### config.mk
export PLATFORM = sky130hd
export DESIGN_NAME = reversi_accel_mul_pipe
export DESIGN_NICKNAME = d
export VERILOG_FILES = /design/src/rtl/reversi_accel_mul_pipe.sv
export SDC_FILE = /design/constraint.sdc
export NUM_CORES = 1
export LEC_CHECK = 0
export ABC_AREA = 1
export ABC_CLOCK_PERIOD_IN_PS = 14900
export CORE_UTILIZATION = 65
export CTS_CLUSTER_DIAMETER = 120
export CTS_CLUSTER_SIZE = 14
export DETAILED_ROUTE_END_ITERATION = 16
export PLACE_DENSITY = 0.91
export SYNTH_ARGS = -nofsm -noshare
export SYNTH_HDL_FRONTEND = slang
export SYNTH_SLANG_ARGS = --single-unit
### constraint.sdc
create_clock -name clk -period 14.9 [get_ports clk]
set_input_delay 1.49 -clock clk [delete_from_list [all_inputs] [get_ports clk]]
set_output_delay 1.49 -clock clk [all_outputs]
set_load 0.05 [all_outputs]
### src/rtl/reversi_accel_mul_pipe.sv
// reversi_accel_mul_pipe
//   Elastic pipelined multiplier for the reversi accelerator datapath.
//   Stage 1 captures the operands. The product is formed between stage 1 and
//   stage 2. Stages 2..NUM_STAGE carry the truncated product and its overflow
//   flag. Every stage has its own valid bit, so an empty stage refills even
//   while the stages after it are stalled.
//
//   Optional feature macro: REVERSI_MUL_ACC_EN
//     When it is defined, the in_acc port and a P_WIDTH accumulator are added.
//     An item flagged with in_acc is summed with the accumulator as it enters
//     the last stage. The accumulator always takes the value loaded into the
//     last stage.
//
// Ports
//   clk        rising-edge clock
//   reset      asynchronous active-high reset
//   ce         global clock enable; 0 freezes every register
//   in_valid   din0/din1 (and in_acc) valid
//   in_ready   block accepts input this cycle (combinational from out_ready)
//   din0       multiplicand, A_WIDTH bits
//   din1       multiplier, B_WIDTH bits
//   in_acc     accumulate flag (REVERSI_MUL_ACC_EN builds only)
//   out_valid  dout/ovf valid
//   out_ready  consumer accepts dout
//   dout       low P_WIDTH bits of the result
//   ovf        result did not fit in P_WIDTH bits
module reversi_accel_mul_pipe #(
  parameter int A_WIDTH   = 16,
  parameter int B_WIDTH   = 16,
  parameter int P_WIDTH   = 26,
  parameter int NUM_STAGE = 4,
  parameter int SIGNED_A  = 0,
  parameter int SIGNED_B  = 0
) (
  input  logic               clk,
  input  logic               reset,
  input  logic               ce,
  input  logic               in_valid,
  output logic               in_ready,
  input  logic [A_WIDTH-1:0] din0,
  input  logic [B_WIDTH-1:0] din1,
`ifdef REVERSI_MUL_ACC_EN
  input  logic               in_acc,
`endif
  output logic               out_valid,
  input  logic               out_ready,
  output logic [P_WIDTH-1:0] dout,
  output logic               ovf
);

  localparam int FULL_W     = A_WIDTH + B_WIDTH;
  localparam bit EXT_A      = (SIGNED_A != 0);
  localparam bit EXT_B      = (SIGNED_B != 0);
  localparam bit RES_SIGNED = EXT_A || EXT_B;

  logic [NUM_STAGE:1] valid_q;
  logic [NUM_STAGE:1] stageLoad;
  logic [A_WIDTH-1:0] opA_q;
  logic [B_WIDTH-1:0] opB_q;
  logic [P_WIDTH-1:0] prod_q [2:NUM_STAGE];
  logic [NUM_STAGE:2] ovf_q;

  logic [P_WIDTH-1:0] srcProd [2:NUM_STAGE];
  logic [NUM_STAGE:2] srcOvf;
  logic [P_WIDTH-1:0] lastProd_d;
  logic               lastOvf_d;

  logic [FULL_W-1:0]  opAFull;
  logic [FULL_W-1:0]  opBFull;
  logic [FULL_W-1:0]  fullProd;
  logic [FULL_W-1:0]  hiSigned;
  logic [FULL_W-1:0]  hiUnsigned;
  logic [P_WIDTH-1:0] mulP;
  logic               mulOvf;

  // The load chain is walked from the output back to the input. A stage
  // loads when it is empty or its current item moves on this cycle. This
  // lets bubbles collapse. It also makes in_ready a combinational function
  // of out_ready.
  always_comb begin
    logic downstreamLoad;
    logic ld;
    downstreamLoad = out_ready;
    stageLoad      = '0;
    for (int k = NUM_STAGE; k >= 1; k--) begin
      ld             = ce & (~valid_q[k] | downstreamLoad);
      stageLoad[k]   = ld;
      downstreamLoad = ld;
    end
  end

  assign in_ready  = stageLoad[1] & ~reset;
  assign out_valid = valid_q[NUM_STAGE];
  assign dout      = prod_q[NUM_STAGE];
  assign ovf       = ovf_q[NUM_STAGE];

  // Each operand is sign- or zero-extended to the full product width. The
  // low FULL_W bits of an unsigned multiply are then the exact two's
  // complement product for any mix of operand signedness.
  assign opAFull  = {{B_WIDTH{EXT_A & opA_q[A_WIDTH-1]}}, opA_q};
  assign opBFull  = {{A_WIDTH{EXT_B & opB_q[B_WIDTH-1]}}, opB_q};
  assign fullProd = opAFull * opBFull;
  assign mulP     = fullProd[P_WIDTH-1:0];

  // For a signed result, the bits from dout's sign bit upward must all match.
  // For an unsigned result, everything above dout must be zero.
  assign hiSigned   = $signed(fullProd) >>> (P_WIDTH - 1);
  assign hiUnsigned = fullProd >> P_WIDTH;
  assign mulOvf     = RES_SIGNED ? ~((hiSigned == '0) | (&hiSigned))
                                 : (hiUnsigned != '0);

  // Source values for each stage of the product pipeline.
  always_comb begin
    srcProd[2] = mulP;
    srcOvf[2]  = mulOvf;
    for (int k = 3; k <= NUM_STAGE; k++) begin
      srcProd[k] = prod_q[k-1];
      srcOvf[k]  = ovf_q[k-1];
    end
  end

`ifdef REVERSI_MUL_ACC_EN
  logic [NUM_STAGE-1:1] accFlag_q;
  logic [P_WIDTH-1:0]   acc_q;
  logic [P_WIDTH:0]     sumWide;
  logic                 sumOvf;

  assign sumWide = {1'b0, acc_q} + {1'b0, srcProd[NUM_STAGE]};
  assign sumOvf  = RES_SIGNED
                 ? ((acc_q[P_WIDTH-1] == srcProd[NUM_STAGE][P_WIDTH-1]) &&
                    (sumWide[P_WIDTH-1] != acc_q[P_WIDTH-1]))
                 : sumWide[P_WIDTH];

  // The accumulate decision is made as the item enters the last stage.
  // The flag therefore only needs to travel as far as stage NUM_STAGE-1.
  always_comb begin
    lastProd_d = srcProd[NUM_STAGE];
    lastOvf_d  = srcOvf[NUM_STAGE];
    if (accFlag_q[NUM_STAGE-1]) begin
      lastProd_d = sumWide[P_WIDTH-1:0];
      lastOvf_d  = srcOvf[NUM_STAGE] | sumOvf;
    end
  end

  always_ff @(posedge clk or posedge reset) begin
    if (reset) begin
      accFlag_q <= '0;
      acc_q     <= '0;
    end else begin
      if (stageLoad[1] && in_valid) accFlag_q[1] <= in_acc;
      for (int k = 2; k <= NUM_STAGE - 1; k++) begin
        if (stageLoad[k] && valid_q[k-1]) accFlag_q[k] <= accFlag_q[k-1];
      end
      if (stageLoad[NUM_STAGE] && valid_q[NUM_STAGE-1]) acc_q <= lastProd_d;
    end
  end
`else
  always_comb begin
    lastProd_d = srcProd[NUM_STAGE];
    lastOvf_d  = srcOvf[NUM_STAGE];
  end
`endif

  // Valid bits follow the load chain; a bubble loads as an empty stage.
  // Data registers only capture real items. This keeps the last stage's
  // contents from toggling when no item is present.
  always_ff @(posedge clk or posedge reset) begin
    if (reset) begin
      valid_q <= '0;
      opA_q   <= '0;
      opB_q   <= '0;
      ovf_q   <= '0;
      for (int k = 2; k <= NUM_STAGE; k++) prod_q[k] <= '0;
    end else begin
      if (stageLoad[1]) valid_q[1] <= in_valid;
      if (stageLoad[1] && in_valid) begin
        opA_q <= din0;
        opB_q <= din1;
      end
      for (int k = 2; k <= NUM_STAGE; k++) begin
        if (stageLoad[k]) valid_q[k] <= valid_q[k-1];
      end
      for (int k = 2; k <= NUM_STAGE - 1; k++) begin
        if (stageLoad[k] && valid_q[k-1]) begin
          prod_q[k] <= srcProd[k];
          ovf_q[k]  <= srcOvf[k];
        end
      end
      if (stageLoad[NUM_STAGE] && valid_q[NUM_STAGE-1]) begin
        prod_q[NUM_STAGE] <= lastProd_d;
        ovf_q[NUM_STAGE]  <= lastOvf_d;
      end
    end
  end

endmodule

Word level (Yosys, flattened, before mapping)
Index checks and enable logic that the tools add are counted.
Widths: inputs -> output; s select.
Storage, ports and cells
  logic and storage cells: 32
  bits in read-only memories: 0
  memories: 0
  register bits: 117
  latch bits: 0
  bits in writable memories: 0
Cells by class
  shifts and indexed selects: 0
  $add $sub $neg: 0
  muxes and demuxes: 0
  multipliers: 1
  bitwise operators: 14
  $lt $le $gt $ge: 0
  reduce and logical (&&, ||, !) cells: 5
  eq/ne operators: 0
  divide/modulo/power cells: 0
Operators with widths (number)
  $mul 16x16->32: 1
  $reduce_bool 32->1: 1
  $and 1x1->1: 5
  $not 1->1: 5
  $logic_and 1x1->1: 4
  $or 1x1->1: 4

Longest topological paths before layout
  depth in word-level cells: 10
  gate-level depth with buffers: 29
  depth with buffers taken out: 27

Worst setup path after synthesis
No wires, ideal clock.
  path kind: input port to output port
  start point: input port reset
  end point: output port in_ready
  cell stages on the path: 3
  slack: 8949 ps
  arrival time: 4461 ps
  path buffers: 0
  cell sequence: inv_1 > nand2_1 > inv_1
Between the ends
  cells in the longest elaborated chain, start to end: 2
Ends and longest elaborated chain
  start, declared: RTL line 36  | input logic reset,
  $not 1->1: RTL line 92  | assign in_ready = stageLoad[1] & ~reset;
  $and 1x1->1: RTL line 92
  end, declared: RTL line 39  | output logic in_ready,
Every way passes these cells.

Worst setup path after layout
  start point: register opA_q[10]
  end point: register ovf_q[2] (netlist name)
Between the ends
  cells in the longest elaborated chain, start to end: 2
Ends and longest elaborated chain
  start, declared: RTL line 58  | logic [A_WIDTH-1:0] opA_q;
  start signal, assigned: RTL line 177  | opA_q <= din0;
  $mul 16x16->32: RTL line 102  | assign fullProd = opAFull * opBFull;
  $reduce_bool 32->1: RTL line 110  | : (hiUnsigned != '0);
  end signal, assigned by index: RTL line 186  | ovf_q[k] <= srcOvf[k];
  end signal, assigned by index: RTL line 191  | ovf_q[NUM_STAGE] <= lastOvf_d;
  end, declared: RTL line 61  | logic [NUM_STAGE:2] ovf_q;
Every way passes these cells.
A chain may end at the register's enable or synchronous reset.

==> impl_metrics.py <==
metrics = {
    "clock_network": {
        "max-clock-path-buffers": 2,
        "cts_root_buffer": "clkbuf_16",
        "h-tree-depth": 4,
        "cts_setup_buffers": 0,
        "cts_buffers": 17,
        "clkLatencyLatePin_ps": 430,
        "path_clk_slew_ps": 70,
        "cts_resized": 0,
        "cts-hold-fix-buffers": 0,
        "cts_tree": "yes",
        "cts.sinks": 117,
    },
    "timing": {
        "slew_violations": 0,
        "post-route-period-util_pct": 40.0,
        "setup_viol": 0,
        "tightest_slew_ps": 1270,
        "skew_ps": 16.1,
        "relSlewSlack_pct": 15.3,
        "finalHoldViolations": 0,
        "rsz0062_at_grt": "no",
        "max_freq_mhz": 168,
        "setup_tns_ps": 0,
        "final.min_clock_period_ps": 5950,
    },
    "floorplanning": {
        "pin_count": 66,
        "dieArea_sq_um": 22100,
        "core_sq_um": 21100,
        "initial_core_util_pct": 66.4,
        "die_y_microns": 149,
        "fp.dieW_microns": 149,
        "rows": 53,
    },
    "setup_path": {
        "startpoint_type": "register",
        "critPathCaptureType": "register",
        "required_ps": 15220,
        "critPathArrivalTime_ps": 6270,
        "path_class": "register to register",
        "crit_fanout": 17,
    },
    "run": {
        "maxCapViolCount": 0,
    },
    "synthesis": {
        "yosysSeqAreaShare_pct": 20.9,
        "synthSimpleGateAreaFrac_pct": 15.4,
        "yosys.area_share.xor_xnor_pct": 1.38,
        "syn-num-nets": 2001,
        "yosysWarnings": 0,
        "synth_adder_area_share_pct": 37.0,
        "postSynthAreaPerCell_sq_um": 8.41,
        "synth_top_family_by_area": "adder cells",
        "synth_mux_area_share_pct": 7.53,
        "syn_inst": 1666,
        "synth_cell_types": 31,
        "ys_seq_elements": 117,
        "synth_compound_area_share_pct": 2.18,
        "syn_area_sq_um": 14000,
    },
    "cells_and_area": {
        "nets": 1983,
        "drive_above_1_share_pct": 8.49,
        "antenna_cells": 0,
        "syn2layout_area_growth_pct": 7.67,
        "fillers": 1518,
    },
    "global_routing": {
        "grt_use_total_pct": 32.9,
        "grt_pass1_wl_mm": 55.5,
        "grt_pass1_vias": 11500,
        "grt_antenna_before_repair": 0,
        "grt_start_max_net_pins": 76,
        "overflow": 0,
    },
    "routing": {
        "firstDrtPassIters": 6,
        "viasPerCell": 5.47,
        "routed.top_layer": "met4",
        "num_vias": 10600,
        "drt-met1-wl_mm": 12.6,
        "ant_nets": 0,
        "first_iter_violations": 903,
        "wire_per_inst_microns": 17.5,
        "wl_met2_mm": 17.0,
        "wl_met3_mm": 2.38,
        "routed_wl_mm": 33.8,
        "drcViolationCount": 0,
    },
    "placement": {
        "io_buffers": 65,
        "dp_hpwl_mm": 25.6,
        "place_congestion": 0.938,
    },
    "outcome": {
        "status": "completed",
    },
    "min_path": {
        "hold_class": "register to register",
    },
}
synth_stat cells:
master,n,area (sq um)
nand2_1,460,1730
inv_1,442,1660
fa_1,194,3880
dfrtp_1,117,2930
ha_1,104,1300
clkbuf_1,66,248
mux2_2,55,619
nor2_1,37,139
mux2_4,29,435
buf_4,27,203
o21ai_0,25,125
nand3_1,22,110
a21oi_1,16,80.1
xnor2_1,15,131
nand2_2,9,56.3
buf_2,7,35.0
xor2_1,7,61.3
a31oi_1,4,25.0
nand4_1,4,25.0
nor2_2,4,25.0
nor3_1,4,20.0
a21oi_2,3,26.3
buf_6,3,33.8
nand3_2,3,30.0
o21bai_1,2,15.0
or2_2,2,12.5
a21o_1,1,7.51
a31oi_4,1,21.3
and2_1,1,6.26
nand2_4,1,11.3
o21ai_1,1,5.00
cells in the final DEF, fill, tap and decap left out, types with 2 or more instances in the layout:
| cell type | count |
|---|---|
| a21oi_1 | 16 |
| a21oi_2 | 3 |
| a31oi_1 | 4 |
| clkbuf_16 | 17 |
| clkdlybuf4s50_1 | 65 |
| clkinv_8 | 4 |
| clkinvlp_4 | 3 |
| dfrtp_1 | 117 |
| fa_1 | 194 |
| ha_1 | 104 |
| inv_1 | 441 |
| inv_6 | 5 |
| inv_8 | 2 |
| mux2_2 | 55 |
| mux2_4 | 29 |
| nand2_1 | 460 |
| nand2_2 | 9 |
| nand3_1 | 22 |
| nand3_2 | 3 |
| nand4_1 | 4 |
| nor2_1 | 37 |
| nor2_2 | 4 |
| nor3_1 | 4 |
| o21ai_0 | 25 |
| o21bai_1 | 2 |
| or2_2 | 2 |
| xnor2_1 | 15 |
| xor2_1 | 7 |
stage by stage:
step	area, sq um	util [%]	hold slack (ps)	cells	worst slack (ps)
floorplan	14000	-	445	1666	8950
global placement	14500	68.7	457	1904	9110
detailed placement	14500	68.7	470	1904	9030
CTS	15100	71.5	491	1936	8980
global route	15100	71.5	506	1936	8600
finish	15100	71.5	487	1936	8950
path summary, 6_finish.rpt:
check,startpoint,endpoint,slack [ps],cells after the start
max,opA_q[10]$_DFFE_PP0P_,ovf_q[2]$_DFFE_PP0P_,8950,23
min,prod_q[54]$_DFFE_PP0P_,prod_q[54]$_DFFE_PP0P_,490,2
max reg2reg,opA_q[10]$_DFFE_PP0P_,ovf_q[2]$_DFFE_PP0P_,8950,23
min reg2reg,prod_q[54]$_DFFE_PP0P_,prod_q[54]$_DFFE_PP0P_,490,2
max in group asynchronous,reset,opB_q[14]$_DFFE_PP0P_,12030,3
min in group asynchronous,reset,dout[7]$_DFFE_PP0P_,1490,2
metal layers:
layer	track usage (%)	vias to the layer above
li1	-	4741
met1	39.7	5175
met2	56.8	515
met3	5.23	155
met4	17.8	0
met5	0	-
cell families (layout without fill, tap and decap cells):
family,after synthesis,count (layout)
compound gates,53,53
buf+inv,545,540
simple gates,547,547
flops,117,117
fa+ha+maj,298,298
mux,84,84
xor+xnor,22,22
cell type report:
| type | instances | area [sq um] | share of cell area, % |
|---|---|---|---|
| Clock buffer | 17 | 425 | 2.82 |
| Clock inverter | 15 | 163 | 1.08 |
| Inverter | 442 | 1660 | 11.0 |
| Multi-Input combinational cell | 1004 | 8900 | 59.0 |
| Sequential cell | 117 | 2930 | 19.4 |
| Tap cell | 275 | 344 | 2.28 |
| Timing Repair Buffer | 66 | 658 | 4.36 |
flip-flops by register name, summed over array words and instances (netlist names):
name / cells
opA_q: 16
opB_q: 16
valid_q: 4
prod_q: 26
ovf_q: 3
lastProd_d: 26
dout: 26
critical path, cell delays in order (launching register included):
cell,delay [ps]
dfrtp_1,850
nand2_1,170
fa_1,530
fa_1,520
fa_1,510
inv_1,50
fa_1,500
fa_1,510
inv_1,50
fa_1,490
inv_1,50
ha_1,350
nand2_1,120
inv_1,50
a21oi_1,220
nand3_1,230
nand2_1,170
nand3_1,80
nand2_1,70
nand2_1,60
nor2_1,90
nand3_1,70
nand2_1,50
nand2_1,50
Power is not shown: default switching activity piles up to over one toggle a cycle in this logic, so the estimate is an artifact.
